--- src/rtl/mouse_pkg.sv ---
// Shared types and constants for the PS/2 mouse cursor controller.
package mouse_pkg;

  typedef enum logic [1:0] {
    S_B0 = 2'd0,
    S_B1 = 2'd1,
    S_B2 = 2'd2
  } state_e;

  // Header byte bit positions
  localparam int HDR_L   = 0;
  localparam int HDR_R   = 1;
  localparam int HDR_ONE = 3;
  localparam int HDR_XS  = 4;
  localparam int HDR_YS  = 5;
  localparam int HDR_XO  = 6;
  localparam int HDR_YO  = 7;

  localparam int ACC_W = 12;
  localparam logic signed [ACC_W-1:0] ACC_MAX   = 12'sh7FF;
  localparam logic signed [ACC_W-1:0] ACC_MIN   = 12'sh800;
  localparam logic signed [ACC_W:0]   ACC_MAX_X = 13'sd2047;
  localparam logic signed [ACC_W:0]   ACC_MIN_X = -13'sd2048;

  // Saturate a one-bit-wider sum back into the accumulator range.
  function automatic logic signed [ACC_W-1:0] acc_sat(input logic signed [ACC_W:0] v);
    if (v > ACC_MAX_X) begin
      return ACC_MAX;
    end else if (v < ACC_MIN_X) begin
      return ACC_MIN;
    end else begin
      return v[ACC_W-1:0];
    end
  endfunction

endpackage

--- src/rtl/mouse_pos_ctrl_pkt_rx.sv ---
// PS/2 mouse packet assembler: header/X/Y byte FSM and delta decode.
// Optional inter-byte timeout enabled by defining MOUSE_PKT_TIMEOUT_EN.
module mouse_pos_ctrl_pkt_rx
  import mouse_pkg::*;
#(
  parameter int TIMEOUT_CYC = 50000
) (
  input  logic              clk_i,
  input  logic              rst_ni,
  input  logic [7:0]        rx_data_i,
  input  logic              rx_valid_i,
  output logic              pkt_done_o,
  output logic signed [8:0] dx_o,
  output logic signed [8:0] dy_o,
  output logic              btn_l_o,
  output logic              btn_r_o,
  output logic              pkt_err_o
);

  state_e     state_q, state_d;
  logic       pkt_err_q, pkt_err_d;
  logic [7:0] hdr_q, xbyte_q;
  logic       hdr_we, x_we;
  logic       tmo_hit;

`ifdef MOUSE_PKT_TIMEOUT_EN
  localparam int TMO_W = (TIMEOUT_CYC > 2) ? $clog2(TIMEOUT_CYC) : 1;
  localparam logic [TMO_W-1:0] TMO_LAST = TMO_W'(TIMEOUT_CYC - 1);
  logic [TMO_W-1:0] tmo_cnt_q, tmo_cnt_d;

  // Inter-byte gap counter: runs mid-packet, restarts on every byte
  always_comb begin
    tmo_cnt_d = tmo_cnt_q + 1'b1;
    tmo_hit   = 1'b0;
    if (rx_valid_i || (state_q == S_B0)) begin
      tmo_cnt_d = '0;
    end else if (tmo_cnt_q == TMO_LAST) begin
      tmo_cnt_d = '0;
      tmo_hit   = 1'b1;
    end
  end

  // Timeout counter register
  always_ff @(posedge clk_i or negedge rst_ni) begin
    if (!rst_ni) begin
      tmo_cnt_q <= '0;
    end else begin
      tmo_cnt_q <= tmo_cnt_d;
    end
  end
`else
  assign tmo_hit = 1'b0;
`endif

  // Next-state logic; a late byte or bad header drops the packet with an error strobe
  always_comb begin
    state_d    = state_q;
    pkt_err_d  = 1'b0;
    pkt_done_o = 1'b0;
    hdr_we     = 1'b0;
    x_we       = 1'b0;
    case (state_q)
      S_B0: begin
        if (rx_valid_i) begin
          if (rx_data_i[HDR_ONE]) begin
            hdr_we  = 1'b1;
            state_d = S_B1;
          end else begin
            pkt_err_d = 1'b1;
          end
        end
      end
      S_B1: begin
        if (rx_valid_i) begin
          x_we    = 1'b1;
          state_d = S_B2;
        end
      end
      S_B2: begin
        if (rx_valid_i) begin
          pkt_done_o = 1'b1;
          state_d    = S_B0;
        end
      end
      default: state_d = S_B0;
    endcase
    if (tmo_hit) begin
      state_d   = S_B0;
      pkt_err_d = 1'b1;
    end
  end

  // FSM state and error strobe registers
  always_ff @(posedge clk_i or negedge rst_ni) begin
    if (!rst_ni) begin
      state_q   <= S_B0;
      pkt_err_q <= 1'b0;
    end else begin
      state_q   <= state_d;
      pkt_err_q <= pkt_err_d;
    end
  end

  // Header and X byte holding registers (data only, no reset needed)
  always_ff @(posedge clk_i) begin
    if (hdr_we) hdr_q   <= rx_data_i;
    if (x_we)   xbyte_q <= rx_data_i;
  end

  // Deltas are valid while the Y byte is on the bus; overflowed axes read as zero
  assign dx_o      = hdr_q[HDR_XO] ? 9'sd0 : $signed({hdr_q[HDR_XS], xbyte_q});
  assign dy_o      = hdr_q[HDR_YO] ? 9'sd0 : $signed({hdr_q[HDR_YS], rx_data_i});
  assign btn_l_o   = hdr_q[HDR_L];
  assign btn_r_o   = hdr_q[HDR_R];
  assign pkt_err_o = pkt_err_q;

endmodule

--- src/rtl/mouse_pos_ctrl.sv ---
// Cursor position controller: accumulates PS/2 motion and applies it,
// clamped to the canvas, once per frame. Optional packet timeout is
// enabled by defining MOUSE_PKT_TIMEOUT_EN.
module mouse_pos_ctrl
  import mouse_pkg::*;
#(
  parameter int COL_MIN     = 193,
  parameter int COL_MAX     = 447,
  parameter int ROW_MIN     = 113,
  parameter int ROW_MAX     = 367,
  parameter int COL_RST     = 320,
  parameter int ROW_RST     = 240,
  parameter int TIMEOUT_CYC = 50000
) (
  input  logic       clk,
  input  logic       rst_n,
  input  logic [7:0] rx_data,
  input  logic       rx_valid,
  input  logic       frame_start,
  output logic [8:0] mouse_row,
  output logic [9:0] mouse_col,
  output logic       btn_left,
  output logic       btn_right,
  output logic       pkt_err
);

  localparam logic signed [ACC_W:0] COL_MIN_S = (ACC_W+1)'(COL_MIN);
  localparam logic signed [ACC_W:0] COL_MAX_S = (ACC_W+1)'(COL_MAX);
  localparam logic signed [ACC_W:0] ROW_MIN_S = (ACC_W+1)'(ROW_MIN);
  localparam logic signed [ACC_W:0] ROW_MAX_S = (ACC_W+1)'(ROW_MAX);

  function automatic logic [9:0] clamp_col(input logic signed [ACC_W:0] v);
    if (v < COL_MIN_S)      return COL_MIN_S[9:0];
    else if (v > COL_MAX_S) return COL_MAX_S[9:0];
    else                    return v[9:0];
  endfunction

  function automatic logic [8:0] clamp_row(input logic signed [ACC_W:0] v);
    if (v < ROW_MIN_S)      return ROW_MIN_S[8:0];
    else if (v > ROW_MAX_S) return ROW_MAX_S[8:0];
    else                    return v[8:0];
  endfunction

  logic              pkt_done, pkt_l, pkt_r;
  logic signed [8:0] pkt_dx, pkt_dy;

  logic signed [ACC_W-1:0] acc_x_q, acc_x_d, acc_y_q, acc_y_d;
  logic signed [ACC_W:0]   base_x, base_y, sum_col, sum_row;
  logic [9:0]              col_q, col_d;
  logic [8:0]              row_q, row_d;
  logic                    btn_l_q, btn_l_d, btn_r_q, btn_r_d;

  mouse_pos_ctrl_pkt_rx #(
    .TIMEOUT_CYC(TIMEOUT_CYC)
  ) u_pkt_rx (
    .clk_i      (clk),
    .rst_ni     (rst_n),
    .rx_data_i  (rx_data),
    .rx_valid_i (rx_valid),
    .pkt_done_o (pkt_done),
    .dx_o       (pkt_dx),
    .dy_o       (pkt_dy),
    .btn_l_o    (pkt_l),
    .btn_r_o    (pkt_r),
    .pkt_err_o  (pkt_err)
  );

  // Frame-synced position update and saturating motion accumulation
  always_comb begin
    acc_x_d = acc_x_q;
    acc_y_d = acc_y_q;
    col_d   = col_q;
    row_d   = row_q;
    btn_l_d = btn_l_q;
    btn_r_d = btn_r_q;
    sum_col = $signed({3'b000, col_q}) + {acc_x_q[ACC_W-1], acc_x_q};
    sum_row = $signed({4'b0000, row_q}) + {acc_y_q[ACC_W-1], acc_y_q};
    base_x  = {acc_x_q[ACC_W-1], acc_x_q};
    base_y  = {acc_y_q[ACC_W-1], acc_y_q};
    if (frame_start) begin
      col_d   = clamp_col(sum_col);
      row_d   = clamp_row(sum_row);
      acc_x_d = '0;
      acc_y_d = '0;
      // A packet landing with the frame starts the next accumulation period
      base_x  = '0;
      base_y  = '0;
    end
    if (pkt_done) begin
      // Screen rows grow downward while PS/2 +Y points up
      acc_x_d = acc_sat(base_x + {{4{pkt_dx[8]}}, pkt_dx});
      acc_y_d = acc_sat(base_y - {{4{pkt_dy[8]}}, pkt_dy});
      btn_l_d = pkt_l;
      btn_r_d = pkt_r;
    end
  end

  // Accumulator, cursor and button registers
  always_ff @(posedge clk or negedge rst_n) begin
    if (!rst_n) begin
      acc_x_q <= '0;
      acc_y_q <= '0;
      col_q   <= 10'(COL_RST);
      row_q   <= 9'(ROW_RST);
      btn_l_q <= 1'b0;
      btn_r_q <= 1'b0;
    end else begin
      acc_x_q <= acc_x_d;
      acc_y_q <= acc_y_d;
      col_q   <= col_d;
      row_q   <= row_d;
      btn_l_q <= btn_l_d;
      btn_r_q <= btn_r_d;
    end
  end

  assign mouse_col = col_q;
  assign mouse_row = row_q;
  assign btn_left  = btn_l_q;
  assign btn_right = btn_r_q;

endmodule
--- config.mk ---
export PLATFORM = sky130hd
export DESIGN_NAME = mouse_pos_ctrl
export DESIGN_NICKNAME = d
export VERILOG_FILES = /design/src/rtl/mouse_pkg.sv /design/src/rtl/mouse_pos_ctrl_pkt_rx.sv /design/src/rtl/mouse_pos_ctrl.sv
export SDC_FILE = /design/constraint.sdc
export NUM_CORES = 1
export LEC_CHECK = 0
export CAP_MARGIN = 20
export CORE_ASPECT_RATIO = 1.25
export CORE_UTILIZATION = 24
export DETAILED_ROUTE_END_ITERATION = 7
export SKIP_LAST_GASP = 1
export SYNTH_ARGS = -nofsm -noshare
export SYNTH_HDL_FRONTEND = slang
export SYNTH_SLANG_ARGS = --single-unit
--- constraint.sdc ---
create_clock -name clk -period 3.4 [get_ports clk]
set_input_delay 0.51 -clock clk [delete_from_list [all_inputs] [get_ports clk]]
set_output_delay 0.51 -clock clk [all_outputs]
set_load 0.005 [all_outputs]
==> flow_summary.toml, run 1 <==
[critical_path]
crit_type = "flop to flop"
slowest_stage = "fa_1"
crit_required_ps = 3600
rr_worst_depth = 10
crit_arrival_ps = 3390
max_stage_delay_ps = 440
cp_cell_sequence = "ha_1 -> fa_1 -> a211oi_1 -> o21ai_1 -> a21oi_1 -> o2111ai_1 -> mux2_4 -> a221o_1 -> nand2b_4 -> o22a_1"
startpoint_type = "flop"
reg2reg_to = "mouse_row[0]"
cp_max_fo = 4
crit_path_end_kind = "flop"
timing.rr.start = "mouse_row[0]"
ff2ff_setup_slack_ps = 220

[logic_synthesis]
yosys_warnings = 0
synth_top_family_by_area = "compound AO/OA/AOI/OAI gates"
ys_seq_area_frac = 0.331
synth_compound_area_frac = 0.259
synthMuxAreaShare = 0.00534
syn_nets = 609
async_reset_ff_frac = 0.774
ys.flop_type = "dfrtp_1"
synth-simple-area-share = 0.194
syn_area_um2 = 4920
yosysUniqueCellTypes = 69
synthXorXnorAreaFrac = 0.0549
yosys.area_share.adder = 0.128
postSynthCellCount = 550
syn_area_per_cell_um2 = 8.95
synth_seq_cells = 62
synth_edf_count = 14

[placement]
gp_congestion = 0.843
placed_cell_area_um2 = 5800
place_ws_ps = -53.1
dp_hpwl_mm = 9.41
placed_cells = 874
io_buffers = 33

[worst_hold_path]
holdCritPathClass = "input pin to async pin"

[clock_network]
cts_root_buf = "clkbuf_16"
ctsResizeCount = 0
cts.sinks = 62
cts_tree = "done"
numCtsBuffers = 9
cts_hold_buf = 0
htree_levels = 3
cts.clk_slew.worst_paths_ps = 50
cts_setup_buffers = 0
clockBufferDepth = 2
clock_latency_ps = 330

[sta]
period_needed_ps = 3180
finalSetupViolCount = 0
rsz0062_at_grt = "false"
maxSlewViolCount = 0
worst_pin_slew_ps = 974
timing.final.hold_violations = 0
worst_slack_ps = 217
fin_crit_sh = 0.936
slew_headroom = 0.351
fin_skew_ps = 4.85
clock.fmax_mhz = 314

[detailed_routing]
vias_per_cell = 4.71
vias = 4190
drcViolationCount = 0
drt-total-wl_mm = 11.8
first_iter_violations = 217
wl_per_cell_um = 13.2
postRouteAntennaNets = 0
dr.pass1.iters = 4

[floorplanning]
io_pins = 34
die_y_um = 162
dieWidth_um = 130
coreArea_um2 = 20100
initial_core_util = 0.245
die-area_um2 = 21100
rows = 58

[power]
power_density_nw_per_um2 = 645
p_leak_nw = 2.67
finalPower_mw = 3.94
irDropWorstVdd_v = 0.000247

[cells_and_area]
drive_above_1_share = 0.121
syn_to_final_growth_pct = 24.1
instances_no_fill = 890
finish.utilization = 0.304
final_common_cell = "nand2_1"
nets = 674
fin_area_um2 = 6110
diodes = 0
final_cell_mix = "53 x nand2_1, 43 x ha_1, 42 x dfrtp_1"

[global_routing]
grt.total_usage = 0.118
grt_max_degree = 42
grt_pass1_wl_mm = 19.7
grt_overflow = 0
first_global_vias = 4102
antenna_found_initial = 0

[outcome]
status = "finished clean"

[job]
drv_cap = 0
==> sequential cells by signal, indices dropped and copies added, names as in the netlist <==
register,count
acc_y_q,12
acc_x_q,12
u_pkt_rx.xbyte_q,8
u_pkt_rx.state_q,2
u_pkt_rx.pkt_err_o,1
u_pkt_rx.hdr_q,6
mouse_row,9
mouse_col,10
btn_left,1
btn_right,1
==> cell families (layout without fill, tap and decap cells) <==
group | after synthesis | after routing
simple gates | 188 | 188
fa+ha+maj | 48 | 48
xor+xnor | 30 | 30
compound gates | 184 | 184
mux | 2 | 2
flops | 62 | 62
buf+inv | 36 | 106
==> layer usage <==
metal	track usage	vias up	share of wire
li1	-	2158	-
met5	0	-	0
met1	0.139	1953	0.45
met3	0.0267	15	0.036
met4	0.0444	0	0.020
met2	0.207	64	0.50
==> through the flow <==
stage,setup TNS (ps),hold slack (ps)
floorplan,0,214
global placement,-237,442
detailed placement,-138,440
CTS,0,372
global route,0,404
finish,0,323
==> synthesized netlist by cell type (3+ instances only) <==
library cell	instances	area share
nand2_1	53	0.040
ha_1	43	0.11
dfrtp_1	42	0.21
o21ai_0	41	0.042
nor2_1	39	0.030
nor2b_1	37	0.047
a21oi_1	28	0.028
xnor2_1	22	0.039
inv_1	20	0.015
a21o_1	18	0.027
clkbuf_1	16	0.012
a211oi_1	15	0.023
edfxtp_1	14	0.085
nand2b_1	12	0.015
nor3_1	9	0.0092
o21ai_1	9	0.0092
nand3_1	8	0.0081
o211ai_1	8	0.012
o21bai_1	7	0.011
o2bb2ai_1	7	0.012
xor2_1	7	0.012
dfstp_2	6	0.032
o21a_1	6	0.0092
o22a_1	5	0.0089
a2111oi_0	4	0.0071
and3_1	4	0.0051
fa_1	4	0.016
nand4_1	4	0.0051
nor4_1	4	0.0051
o31ai_1	4	0.0061
a211o_1	3	0.0053
o31a_1	3	0.0053
or2_2	3	0.0038
==> how the worst max path moves through the flow <==
stage | cells past startpoint | startpoint | endpoint
finish | 10 | mouse_row[0] | mouse_row[0]
global route | 10 | mouse_row[0] | mouse_row[2]
CTS | 10 | mouse_row[0] | mouse_row[0]
detailed placement | 13 | frame_start | acc_y_q[8]
global placement | 13 | frame_start | acc_y_q[8]
floorplan | 12 | frame_start | acc_y_q[0]
==> where the power goes <==
| part | switching [mW] | internal, mW |
|---|---|---|
| sequential | 0.150 | 0.941 |
| clock | 0.321 | 0.607 |
| combinational | 1.01 | 0.916 |
==> critical path, delay by kind of cell, from the launching register on <==
kind,cells,cell delay [ps]
AOI/OAI and AO/OA,6,1510
DFF,1,410
and+or+nand+nor,1,160
muxes,1,280
adders and majority gates,2,700
==> area by class of cell <==
cell class,count,area [um^2]
Multi-Input combinational cell,452,3160
Clock buffer,13,260
Fill cell,2116,14000
Inverter,20,75.1
Tap cell,270,338
Timing Repair Buffer,70,603
Clock inverter,3,43.8
Sequential cell,62,1630
Note: power is estimated with default switching activity, not from simulation.
==> run 2, diff against run 1 <==
- ABC_CLOCK_PERIOD_IN_PS: not set -> 3400
- CORE_UTILIZATION: 24 -> 42
- GPL_TIMING_DRIVEN: not set -> 0
==> flow_summary.toml, run 2 (synthesis results as in run 1) <==
[outcome]
status = "finished clean"

[sta]
clock.fmax_mhz = 306
fin_crit_sh = 0.961
worst_slack_ps = 132
finalSetupViolCount = 0
period_needed_ps = 3270
timing.final.hold_violations = 0
hold_slack_ps = 37.5
maxSlewViolCount = 0
slew_headroom = 0.535
rsz0062_at_grt = "true"
worst_pin_slew_ps = 696
fin_skew_ps = 6.13

[placement]
place_ws_ps = -781
dp_hpwl_mm = 9.16
io_buffers = 33
gp_congestion = 0.872

[floorplanning]
die-area_um2 = 12200
initial_core_util = 0.438
coreArea_um2 = 11200
dieWidth_um = 98.8
die_y_um = 123
io_pins = 34
rows = 43

[critical_path]
max_stage_delay_ps = 530
crit_path_end_kind = "flop"
cp_cell_sequence = "clkdlybuf4s50_1 -> nor2b_1 -> ha_1 -> inv_1 -> fa_1 -> a21o_1 -> a21oi_2 -> o211ai_1 -> a21oi_2 -> o31ai_2 -> or2_2 -> o211ai_1 -> o21ai_0"
cp_top_family = "compound AO/OA/AOI/OAI gates"
crit_arrival_ps = 3450
crit_required_ps = 3580
rr_worst_depth = 10
worstSetupPathDepth = 13
startpoint_type = "input pin"
path_buf_inv = 2
cp_max_fo = 9
slowest_stage = "clkdlybuf4s50_1"
crit_type = "input pin to flop"

[power]
irDropWorstVdd_v = 0.000292
power_density_nw_per_um2 = 670
p_leak_nw = 2.53
finalPower_mw = 3.87

[clock_network]
cts_hold_buf = 0
numCtsBuffers = 9
clock_latency_ps = 330
htree_levels = 3
clockBufferDepth = 2
cts.sinks = 62
cts.clk_slew.worst_paths_ps = 50
cts_root_buf = "clkbuf_16"
cts_tree = "done"

[job]
drv_cap = 0

[cells_and_area]
syn_to_final_growth_pct = 17.4
final_common_cell = "nand2_1"
final_cell_mix = "53 x nand2_1, 43 x ha_1, 42 x dfrtp_1"
drive_above_1_share = 0.0851
nets = 653
fillerInstances = 1029
diodes = 0

[worst_hold_path]
holdCritPathClass = "input pin to async pin"

[global_routing]
grt_max_degree = 41
antenna_found_initial = 0
grt_overflow = 0
grt_pass1_wl_mm = 19.3
first_global_vias = 4038
grt.total_usage = 0.204

[detailed_routing]
drt-total-wl_mm = 11.7
vias = 4250
first_iter_violations = 128
dr.pass1.iters = 4
vias_per_cell = 5.79
drcViolationCount = 0
postRouteAntennaNets = 0
wl_per_cell_um = 15.9
[run 2: cell types whose count changed in the layout (fill, tap and decap cells not counted), moves of 3 or more]
| cell | delta |
|---|---|
| clkinvlp_4 | +3 |
| buf_4 | -37 |
| a21oi_2 | +4 |
| a21oi_1 | -4 |
| clkbuf_1 | +10 |
[run 2: routing by layer]
layer	wire length, um	global-route usage
met1	5340	0.251
met2	5590	0.344
met3	404	0.0356
met4	315	0.104
met5	0	0
[run 2: layout make-up]
type	count	area (um^2)	share of cell area
Clock inverter	6	61.3	0.0106
Timing Repair Buffer	35	349	0.0604
Multi-Input combinational cell	452	3200	0.553
Buffer	14	57.6	0.00996
Clock buffer	10	239	0.0414
Inverter	20	75.1	0.0130
Sequential cell	62	1630	0.282
Tap cell	135	169	0.0292
[run 2: where the power goes]
| group | switching, mW | leakage [nW] | internal [mW] | total [mW] |
|---|---|---|---|---|
| clock | 0.335 | 0.138 | 0.582 | 0.917 |
| sequential | 0.143 | 0.737 | 0.941 | 1.08 |
| combinational | 1.01 | 1.65 | 0.866 | 1.87 |
| total | 1.48 | 2.53 | 2.39 | 3.87 |
[run 2: through the flow]
step	setup TNS [ps]	utilization	instance area, um^2	instances
floorplan	0	-	4920	550
global placement	-14260	0.482	5420	718
detailed placement	-15030	0.484	5440	720
CTS	0	0.512	5760	736
global route	-8.85	0.514	5780	734
finish	0	0.514	5780	734
[run 2: what timing repair did]
item                                    in CTS  in global routing
setup buffers                                0                  0
endpoints found under the setup margin      22                 22
gates cloned                                 0                  0
gates resized for setup                      7                  7
[run 2: worst reg2reg max path, stage by stage (launching register included)]
cell      delay, ps
dfrtp_1         390
ha_1            270
fa_1            440
a211oi_1        370
o21bai_1        130
a21oi_1         190
xor2_1          360
o21ai_2         150
a221o_1         420
nand2b_4        170
o22a_1          180
[run 2: final timing paths]
| kind | from | endpoint | slack [ps] |
|---|---|---|---|
| worst max-delay path | rx_data[0] | acc_y_q[0] | 130 |
| worst min-delay path | rst_n | u_pkt_rx.pkt_err_o | 40 |
| worst max register to register | mouse_row[0] | mouse_row[0] | 230 |
| worst min register to register | u_pkt_rx.hdr_q[0] | btn_left | 450 |
| max in group asynchronous | rst_n | mouse_row[5] | 2810 |
| min in group clk | u_pkt_rx.hdr_q[0] | btn_left | 450 |
==> run 3, diff against run 2 <==
- ABC_CLOCK_PERIOD_IN_PS: 3400 -> not set
==> results of run 3 <==
No change in the layout: final DEF, timing and power equal those of run 2.
